$ cat src/rtl/cardinal_pkg.sv
// cardinal_pkg: PPP encodings, PPP byte-mask helper and opcode constants for the Cardinal pipeline
package cardinal_pkg;
  localparam logic [2:0] PPP_ALL    = 3'b000;
  localparam logic [2:0] PPP_FIRST  = 3'b001;
  localparam logic [2:0] PPP_SECOND = 3'b010;
  localparam logic [2:0] PPP_EVEN   = 3'b011;
  localparam logic [2:0] PPP_ODD    = 3'b100;
  localparam logic [6:0] OP_R_ALU  = 7'b0110011;
  localparam logic [6:0] OP_LOAD   = 7'b0000011;
  localparam logic [6:0] OP_STORE  = 7'b0100011;
  localparam logic [6:0] OP_BRANCH = 7'b1100011;
  // byte_index 0 is the most significant byte; encodings 101-111 select all bytes like PPP_ALL
  function automatic logic ppp_byte_mask(input logic [2:0] ppp, input int byte_index, input int nbytes);
    return ppp == PPP_FIRST  ? byte_index < nbytes / 2 :
           ppp == PPP_SECOND ? byte_index >= nbytes / 2 :
           ppp == PPP_EVEN   ? ~byte_index[0] :
           ppp == PPP_ODD    ? byte_index[0] : 1'b1;
  endfunction
endpackage

$ cat src/rtl/cardinal_hazard_unit_merge.sv
// cardinal_ppp_merge: substitutes PPP-selected writeback bytes into N operands whose source matches wb_rd_addr
// Ports: en (writeback live), wb_rd_addr/wb_ppp/wb_data (writeback), src/old (per-operand source and value), merged (result)
module cardinal_ppp_merge import cardinal_pkg::*; #(
  parameter int DATA_W = 64,
  parameter int REG_AW = 5,
  parameter int N      = 1
) (
  input  logic                          en,
  input  logic [REG_AW-1:0]             wb_rd_addr,
  input  logic [2:0]                    wb_ppp,
  input  logic [DATA_W-1:0]             wb_data,
  input  logic [N-1:0][REG_AW-1:0]      src,
  input  logic [N-1:0][DATA_W-1:0]      old,
  output logic [N-1:0][DATA_W-1:0]      merged
);
  localparam int NB = DATA_W / 8;
  for (genvar k = 0; k < N; k++) begin : g_op
    logic hit;
    assign hit = en && src[k] != '0 && src[k] == wb_rd_addr;
    for (genvar j = 0; j < NB; j++) begin : g_byte
      localparam int LSB = DATA_W - 8 * (j + 1);
      assign merged[k][LSB+:8] = hit && ppp_byte_mask(wb_ppp, j, NB) ? wb_data[LSB+:8] : old[k][LSB+:8];
    end
  end
endmodule

$ cat src/rtl/cardinal_hazard_unit.sv
// cardinal_hazard_unit: ID/EX hazard detection, latency scoreboard, WB-port conflict check and PPP operand forwarding
// Ports: Clock/Reset; id_* (ID instruction), rf_rs*_data (RF reads), wb_* (writeback),
//        stall/issue (ID control), id_br_data (bypassed branch operand), ex_valid/ex_op_a/ex_op_b (EX operands)
// Option: CARDINAL_EX_FWD_EN enables EX-stage forwarding and relaxes the operand-hazard threshold to rem >= 2
module cardinal_hazard_unit import cardinal_pkg::*; #(
  parameter int DATA_W = 64,
  parameter int REG_AW = 5,
  parameter int LD_LAT = 2
) (
  input  logic              Clock,
  input  logic              Reset,
  input  logic              id_valid,
  input  logic              id_kill,
  input  logic [REG_AW-1:0] id_rs1_addr,
  input  logic [REG_AW-1:0] id_rs2_addr,
  input  logic              id_rs1_en,
  input  logic              id_rs2_en,
  input  logic              id_is_branch,
  input  logic [REG_AW-1:0] id_rd_addr,
  input  logic              id_rd_wr,
  input  logic              id_is_load,
  input  logic [2:0]        id_ppp,
  input  logic [DATA_W-1:0] rf_rs1_data,
  input  logic [DATA_W-1:0] rf_rs2_data,
  input  logic              wb_valid,
  input  logic [REG_AW-1:0] wb_rd_addr,
  input  logic [2:0]        wb_ppp,
  input  logic [DATA_W-1:0] wb_data,
  output logic              stall,
  output logic              issue,
  output logic [DATA_W-1:0] id_br_data,
  output logic              ex_valid,
  output logic [DATA_W-1:0] ex_op_a,
  output logic [DATA_W-1:0] ex_op_b
);
`ifdef CARDINAL_EX_FWD_EN
  localparam int   THR    = 2;
  localparam logic EX_FWD = 1'b1;
`else
  localparam int   THR    = 1;
  localparam logic EX_FWD = 1'b0;
`endif
  localparam int SW = $clog2(LD_LAT + 1);
  logic [LD_LAT:0]             sb_v;
  logic [LD_LAT:0][REG_AW-1:0] sb_rd;
  logic [SW-1:0]               wr_lat;
  logic                        op_haz, br_haz, wb_haz, wb_en, rs1_use, rs2_use, unused_ppp;
  logic [1:0][DATA_W-1:0]      id_m, ex_m;
  logic [DATA_W-1:0]           br_m, ex_a_q, ex_b_q;
  logic [REG_AW-1:0]           ex_rs1_q, ex_rs2_q;
  // the scoreboard treats every write as full-width, so the write's PPP plays no part in hazards
  assign unused_ppp = ^id_ppp;
  assign wb_en      = wb_valid && !Reset;
  assign wr_lat     = id_is_load ? SW'(LD_LAT) : SW'(1);
  assign rs1_use    = id_rs1_en && id_rs1_addr != '0;
  assign rs2_use    = id_rs2_en && id_rs2_addr != '0;
  always_comb begin
    op_haz = 1'b0;
    br_haz = 1'b0;
    wb_haz = 1'b0;
    for (int r = 0; r <= LD_LAT; r++) begin
      op_haz |= sb_v[r] && r >= THR && ((rs1_use && sb_rd[r] == id_rs1_addr) || (rs2_use && sb_rd[r] == id_rs2_addr));
      br_haz |= sb_v[r] && r >= 1 && id_is_branch && id_rs1_addr != '0 && sb_rd[r] == id_rs1_addr;
      // a write landing at rem L next cycle collides with whatever already sits at rem L+1 now
      wb_haz |= sb_v[r] && id_rd_wr && r == int'(wr_lat) + 1;
    end
  end
  assign stall = id_valid && !id_kill && (op_haz || br_haz || wb_haz);
  assign issue = id_valid && !id_kill && !stall;
  cardinal_ppp_merge #(.DATA_W(DATA_W), .REG_AW(REG_AW), .N(2)) u_id (
    .en(wb_en), .wb_rd_addr(wb_rd_addr), .wb_ppp(wb_ppp), .wb_data(wb_data),
    .src({id_rs2_addr, id_rs1_addr}), .old({rf_rs2_data, rf_rs1_data}), .merged(id_m)
  );
  cardinal_ppp_merge #(.DATA_W(DATA_W), .REG_AW(REG_AW), .N(2)) u_ex (
    .en(wb_en && ex_valid && EX_FWD), .wb_rd_addr(wb_rd_addr), .wb_ppp(wb_ppp), .wb_data(wb_data),
    .src({ex_rs2_q, ex_rs1_q}), .old({ex_b_q, ex_a_q}), .merged(ex_m)
  );
  cardinal_ppp_merge #(.DATA_W(DATA_W), .REG_AW(REG_AW), .N(1)) u_br (
    .en(wb_en), .wb_rd_addr(wb_rd_addr), .wb_ppp(wb_ppp), .wb_data(wb_data),
    .src(id_rs1_addr), .old(rf_rs1_data), .merged(br_m)
  );
  assign id_br_data = id_rs1_addr == '0 ? '0 : br_m;
  assign ex_op_a    = ex_m[0];
  assign ex_op_b    = ex_m[1];
  always_ff @(posedge Clock) begin
    if (Reset) begin
      sb_v     <= '0;
      sb_rd    <= '0;
      ex_valid <= 1'b0;
      ex_a_q   <= '0;
      ex_b_q   <= '0;
      ex_rs1_q <= '0;
      ex_rs2_q <= '0;
    end else begin
      sb_v     <= {1'b0, sb_v[LD_LAT:1]};
      sb_rd    <= {{REG_AW{1'b0}}, sb_rd[LD_LAT:1]};
      if (issue && id_rd_wr && id_rd_addr != '0) begin
        sb_v[wr_lat]  <= 1'b1;
        sb_rd[wr_lat] <= id_rd_addr;
      end
      ex_valid <= issue;
      if (issue) begin
        ex_a_q   <= rs1_use ? id_m[0] : '0;
        ex_b_q   <= rs2_use ? id_m[1] : '0;
        ex_rs1_q <= rs1_use ? id_rs1_addr : '0;
        ex_rs2_q <= rs2_use ? id_rs2_addr : '0;
      end
    end
  end
endmodule
$ cat config.mk
export PLATFORM = sky130hd
export DESIGN_NAME = cardinal_hazard_unit
export DESIGN_NICKNAME = d
export VERILOG_FILES = /design/src/rtl/cardinal_pkg.sv /design/src/rtl/cardinal_hazard_unit_merge.sv /design/src/rtl/cardinal_hazard_unit.sv
export SDC_FILE = /design/constraint.sdc
export NUM_CORES = 1
export LEC_CHECK = 0
export CAP_MARGIN = 30
export CELL_PAD_IN_SITES_DETAIL_PLACEMENT = 1
export CELL_PAD_IN_SITES_GLOBAL_PLACEMENT = 1
export CORE_AREA = 2 2 166 168
export DETAILED_ROUTE_END_ITERATION = 16
export DIE_AREA = 0 0 168 170
export DONT_BUFFER_PORTS = 1
export GPL_TIMING_DRIVEN = 0
export PLACE_DENSITY = 0.55
export SYNTH_ARGS = -nofsm -noshare
export SYNTH_HDL_FRONTEND = slang
export SYNTH_SLANG_ARGS = --single-unit
$ cat constraint.sdc
create_clock -name Clock -period 5.5 [get_ports Clock]
set_clock_uncertainty 0.2 [all_clocks]
set_input_delay 0.275 -clock Clock [delete_from_list [all_inputs] [get_ports Clock]]
set_output_delay 0.275 -clock Clock [all_outputs]
set_load 0.1 [all_outputs]
# Word level (Yosys, flattened, before mapping)
# Index checks and enable logic that the tools add are counted.
# totals
word_cells	118
output_inout_bits	195
register_bits	142
inputBits	228
# op_classes
addsub	1
eq_ne	12
bitwise_logic	6
n_mux	38
order_cmp	2
reduce_logical	52
# ops
operator	count
$mux W64	3
$mux W8	16
$logic_and A1 B1 Y1	39
$eq A2 B32 Y1 const A	1
$logic_not A32 Y1	1
$eq A5 B5 Y1	6
$bwmux W15	1
$reduce_bool A5 Y1	3
$mux W1	12
$demux W5 S2	1
$mux W10	1
$eq A3 B2 Y1 const B	2
$logic_not A5 Y1	1
$mux W5	1
$logic_or A1 B1 Y1	4
$mux W2	2
$or A1 B1 Y1	4
$add A2 B1 Y3 const B	1
$eq A2 B3 Y1 const A	1
$eq A3 B1 Y1 const B	1
$eq A3 B3 Y1 const B	1
$logic_not A1 Y1	3
$lt A2 B3 Y1 const B	1
$or A2 B3 Y3	1
other kinds (4)	4

# Depth between registers and ports, before layout
# depth
depth_word	15
mapped_depth	10
mapped_depth_nobuf	6

# Cells and area by module
# From an unflattened synthesis, not the netlist that was laid out.
# hier_totals
hier_cells	1212
hier_area_um2	12067.8
# modules_own_cells
module	seq_area_each_um2	instances	area_per_inst_um2	cells_each
cardinal_hazard_unit	3022.9	1	6845.3	785
cardinal_ppp_merge at u_ex ...	0.0	2	2049.5	170
cardinal_ppp_merge at u_br	0.0	1	1123.6	87

# Least setup slack after synthesis
# OpenSTA, ideal clock, no wires.
# synth_path
path_kind	in2out
start	in id_rs1_addr[0]
end	out stall
setup_slack_ns	1.834
arrival_ns	3.191
n_path_buf	3
cell_stages	9
t_required_ns	5.025
path_cell_list	buf_2 > xor2_1 > nor4_1 > a32oi_1 > o32ai_2 > clkbuf_1 > clkbuf_1 > nor2_1 > nor2_1
# synth_between
elab_chain_cells	9
elab_cells_between_ends	19
cone_classes	eq/ne (2); bitwise (2); reduce/logical (15)
# synth_lines
item	line_no	source
start: declaration	cardinal_hazard_unit.sv:14	input logic [REG_AW-1:0] id_rs1_addr,
$reduce_bool A5 Y1	cardinal_hazard_unit.sv:55, cardinal_hazard_unit.sv:63	
$logic_and A1 B1 Y1	cardinal_hazard_unit.sv:55	assign rs1_use = id_rs1_en && id_rs1_addr != '0;
$logic_and A1 B1 Y1	cardinal_hazard_unit.sv:62	op_haz |= sb_v[r] && r >= THR && ((rs1_use && sb_rd[r] == id_rs1_addr) || (rs2_use && sb_rd[r] == id_rs2_addr) ...
$logic_or A1 B1 Y1	cardinal_hazard_unit.sv:62	
$logic_and A1 B1 Y1	cardinal_hazard_unit.sv:62	
$or A1 B1 Y1	cardinal_hazard_unit.sv:62	
$logic_or A1 B1 Y1 (*) (2 in a row)	cardinal_hazard_unit.sv:68	assign stall = id_valid && !id_kill && (op_haz || br_haz || wb_haz);
$logic_and A1 B1 Y1 (*)	cardinal_hazard_unit.sv:68	
end: declaration	cardinal_hazard_unit.sv:29	output logic stall,
# Mark *: on every way between the ends. The rest lies on a longest branch, timed or not.

# Worst setup path after layout
# layout_path
start	reg sb_rd[13] (netlist name)
end	out stall
# layout_between
elab_chain_cells	8
elab_cells_between_ends	12
cone_classes	eq/ne (2); bitwise (2); reduce/logical (8)
# layout_lines
item	line_no	source
start: declaration	cardinal_hazard_unit.sv:45	logic [LD_LAT:0][REG_AW-1:0] sb_rd;
start signal: assignment	cardinal_hazard_unit.sv:96	sb_rd <= {{REG_AW{1'b0}}, sb_rd[LD_LAT:1]};
start signal: indexed assignment	cardinal_hazard_unit.sv:99	sb_rd[wr_lat] <= id_rd_addr;
$eq A5 B5 Y1, on equally long branches	cardinal_hazard_unit.sv:62, cardinal_hazard_unit.sv:63	
$logic_and A1 B1 Y1	cardinal_hazard_unit.sv:62	
$logic_or A1 B1 Y1	cardinal_hazard_unit.sv:62	
$logic_and A1 B1 Y1	cardinal_hazard_unit.sv:62	
$or A1 B1 Y1	cardinal_hazard_unit.sv:62	
$logic_or A1 B1 Y1 (*) (2 in a row)	cardinal_hazard_unit.sv:68	
$logic_and A1 B1 Y1 (*)	cardinal_hazard_unit.sv:68	
# Marked as above.

==> flow_summary.json <==
{
  "row_count": 60,
  "cts_inserted_buffers": 17,
  "slew_headroom_pct": 29.9,
  "min_to": "ex_a_q[22]$_SDFFE_PP0P_",
  "rr_endpoint": "sb_rd[11]$_SDFF_PP0_",
  "place_congestion": 0.816,
  "htree_levels": 4,
  "crit_path_start_kind": "flop",
  "fin_util_pct": 39.6,
  "hold_violations": 0,
  "netlist.top_cell.by_area": "dfxtp_1",
  "synth_top_family_by_area": "compound AO/OA/AOI/OAI gates",
  "io_pins": 423,
  "fin_setup_tns_ns": 0,
  "status": "finished clean",
  "synthMuxAreaShare_pct": 16.9,
  "core-area_sq_mm": 0.0267,
  "r2r_cells": 9,
  "min_period_ns": 3.97,
  "slew_violations": 0,
  "multi_input_area_sq_mm": 0.00448,
  "synth_compound_area_share_pct": 23.0,
  "synth-seq-cells": 141,
  "ir_drop_mv": 0.154,
  "fmax_mhz": 252,
  "reg2reg_from": "sb_rd[13]$_SDFF_PP0_",
  "crit_arrival_ns": 3.49,
  "ff2ff_setup_slack_ns": 1.91,
  "synth.avg_cell_area_sq_um": 9.61,
  "path_max_fanout": 10,
  "antenna_left": 0,
  "synth-simple-area-share_pct": 13.1,
  "ys_warn_count": 0,
  "io_buffers": 0,
  "critical_path_class": "flop to output port",
  "gr-usage-met1_pct": 27.5,
  "synth_xor_area_share_pct": 3.70,
  "syn_nets": 1016,
  "clk_pin_slew_worst_paths_ns": 0.06,
  "post_cts_buffers": 0,
  "cts.sink_count": 141,
  "die_h_um": 170,
  "fill_cells": 2965,
  "drc": 0,
  "min_path_type": "primary input to flop",
  "grt_util_met3_pct": 6.12,
  "insertion_delay_ns": 0.40,
  "gr-total-overflow": 0,
  "min_path_cells": 2,
  "layout_setup_ws_ns": 1.53,
  "synth-seq-area-share_pct": 37.3,
  "synth_fa_ha_area_share_pct": 0,
  "maxCapViolations": 0,
  "rsz0062_at_grt": "no",
  "endpoint_kind": "output port",
  "drt-total-wl_mm": 34.8,
  "required_ns": 5.03,
  "antenna_cells": 0,
  "busiest_layer": "met2",
  "avgRoutedWirePerCell_um": 26.8,
  "syn_to_final_growth_pct": 39.4,
  "cts_root_buffer": "clkbuf_16",
  "vias": 7381,
  "cts_tree": "built",
  "hp-start": "wb_data[22]",
  "met2_usage_pct": 42.8,
  "grt_usage_pct": 23.6,
  "via_per_inst": 5.69,
  "dieArea_sq_mm": 0.0286,
  "clockBufferDepth": 2,
  "yosys-top-cells-area": "dfxtp_1 (37%), mux2i_1 (17%), a31o_2 (7.4%)",
  "syn_inst": 788,
  "drt_iter0_markers": 454,
  "yosysTopAreaCellShare_pct": 37.3,
  "grt_pass1_wl_mm": 50.8,
  "p_leak_nw": 3.55,
  "drt-pass1-iter-count": 4,
  "regArea_sq_mm": 0.00282,
  "layout-drive-gt1-share_pct": 30.5,
  "place_ws_ns": 1.80,
  "grt_pass1_vias": 7850,
  "syn_area_sq_mm": 0.00757,
  "power_density_mw_per_mm2": 292,
  "initial_utilization_pct": 28.4,
  "antenna_found_initial": 0,
  "grt_max_degree": 17,
  "dpl.hpwl_mm": 26.7,
  "die_w_um": 168,
  "synth_cell_types": 38,
  "fin_crit_sh_pct": 72.1,
  "worst_pin_slew_ns": 1.05,
  "finalSetupViolCount": 0,
  "fin_nets": 1173
}
worst max-delay path by stage:
stage | start | endpoint | slack, ns
after floorplan | id_rs1_addr[0] | stall | 1.83
after global placement | id_rs1_addr[0] | stall | 0.87
after detailed placement | id_rs1_addr[0] | issue | 1.80
after CTS | sb_rd[13]$_SDFF_PP0_ | stall | 1.44
after global routing | sb_rd[13]$_SDFF_PP0_ | stall | 1.30
final | sb_rd[13]$_SDFF_PP0_ | stall | 1.53
synthesized netlist by cell type:
| cell | n |
|---|---|
| o211ai_1 | 66 |
| nand2b_1 | 2 |
| xnor2_1 | 12 |
| nor2_1 | 72 |
| xor2_1 | 20 |
| a32oi_1 | 2 |
| nor3_1 | 4 |
| nor3_2 | 4 |
| o32ai_2 | 1 |
| and2_1 | 2 |
| inv_1 | 7 |
| mux2i_1 | 128 |
| nor2_4 | 1 |
| o21ai_1 | 1 |
| or3_1 | 5 |
| nand4_1 | 2 |
| or4_4 | 1 |
| nor4_2 | 4 |
| nand2_1 | 1 |
| o31ai_1 | 43 |
| and3b_1 | 1 |
| a21oi_1 | 5 |
| buf_2 | 12 |
| nor2b_1 | 3 |
| or2_2 | 1 |
| o21a_1 | 1 |
| nor4_1 | 71 |
| or4_1 | 2 |
| a31o_2 | 64 |
| nand3_1 | 4 |
| dfxtp_1 | 141 |
| or2_1 | 1 |
| buf_6 | 7 |
| buf_1 | 7 |
| buf_4 | 6 |
| o31ai_2 | 21 |
| clkbuf_1 | 57 |
| o21ai_0 | 6 |
sequential cells by signal (all words and copies together) (netlist names):
| register | flops |
|---|---|
| ex_a_q | 64 |
| ex_b_q | 64 |
| sb_rd | 10 |
| sb_v | 2 |
| ex_valid | 1 |
report_power, final:
group	internal (mW)	total, mW	leakage, nW	switching (mW)
Sequential	1.05	1.28	1.14	0.231
Combinational	0.199	0.631	2.13	0.432
Clock	0.683	1.17	0.276	0.489
critical path: stages, from the launching register on:
cell	delay, ns
dfxtp_1	0.35
xor2_1	0.16
nor4_1	0.36
a32oi_1	0.20
o32ai_2	0.76
clkbuf_1	0.38
clkbuf_1	0.43
nor2_1	0.10
nor2_2	0.13
buf_8	0.21
layout make-up:
cell class / instances / area share (%)
flip-flops and latches: 141 / 26.7
repair buffers: 138 / 17.0
multi-input cells: 551 / 42.4
clock buffers: 19 / 4.20
inverters: 7 / 0.249
plain buffers: 89 / 4.02
clock inverters: 12 / 1.29
well taps: 341 / 4.04
layout by cell type, fill, tap and decap left out, types with 3 or more instances in the layout:
cell and instances:
buf_6 10, o21ai_0 6, inv_6 3, o211ai_1 66, or3_1 5, xnor2_1 12, buf_1 9, nor3_2 4
nor2_1 7, nor2b_1 3, clkinvlp_4 3, buf_4 8, buf_2 12, nand3_1 4, a21oi_1 5, o31ai_1 43
nor2_2 65, inv_1 7, nor4_1 71, xor2_1 20, clkbuf_16 17, clkbuf_1 61, a31o_2 64, dfxtp_1 141
mux2i_1 128, nor3_1 4, buf_8 62, dlygate4sd3_1 58, buf_16 8, o31ai_2 21
metal layers:
metal	vias to the layer above	part of all wire, %
met1	3683	40
met3	30	6.7
met2	322	51
met4	0	1.9
li1	3346	-
met5	-	0
through the flow:
step	hold slack [ns]	instance area [sq um]	instances	total power, mW
2_1_floorplan	0.154	7570	788	1.69
3_3_place_gp	0.157	8000	1129	1.78
3_5_place_dp	0.158	9330	1204	1.90
4_1_cts	0.000753	10500	1290	3.10
5_1_grt	-0.00209	10600	1298	3.19
6_report	0.00905	10600	1298	3.08
what timing repair did:
action	4_1_cts	5_1_grt
hold buffers	55	3
endpoints found under the hold margin	34	2
resized for setup	0	0
cell families after synthesis:
family	Yosys count
compound gates	210
xor+xnor	32
buf+inv	96
flops	141
mux	128
simple gates	181
Power figures use the tool's default switching activity.
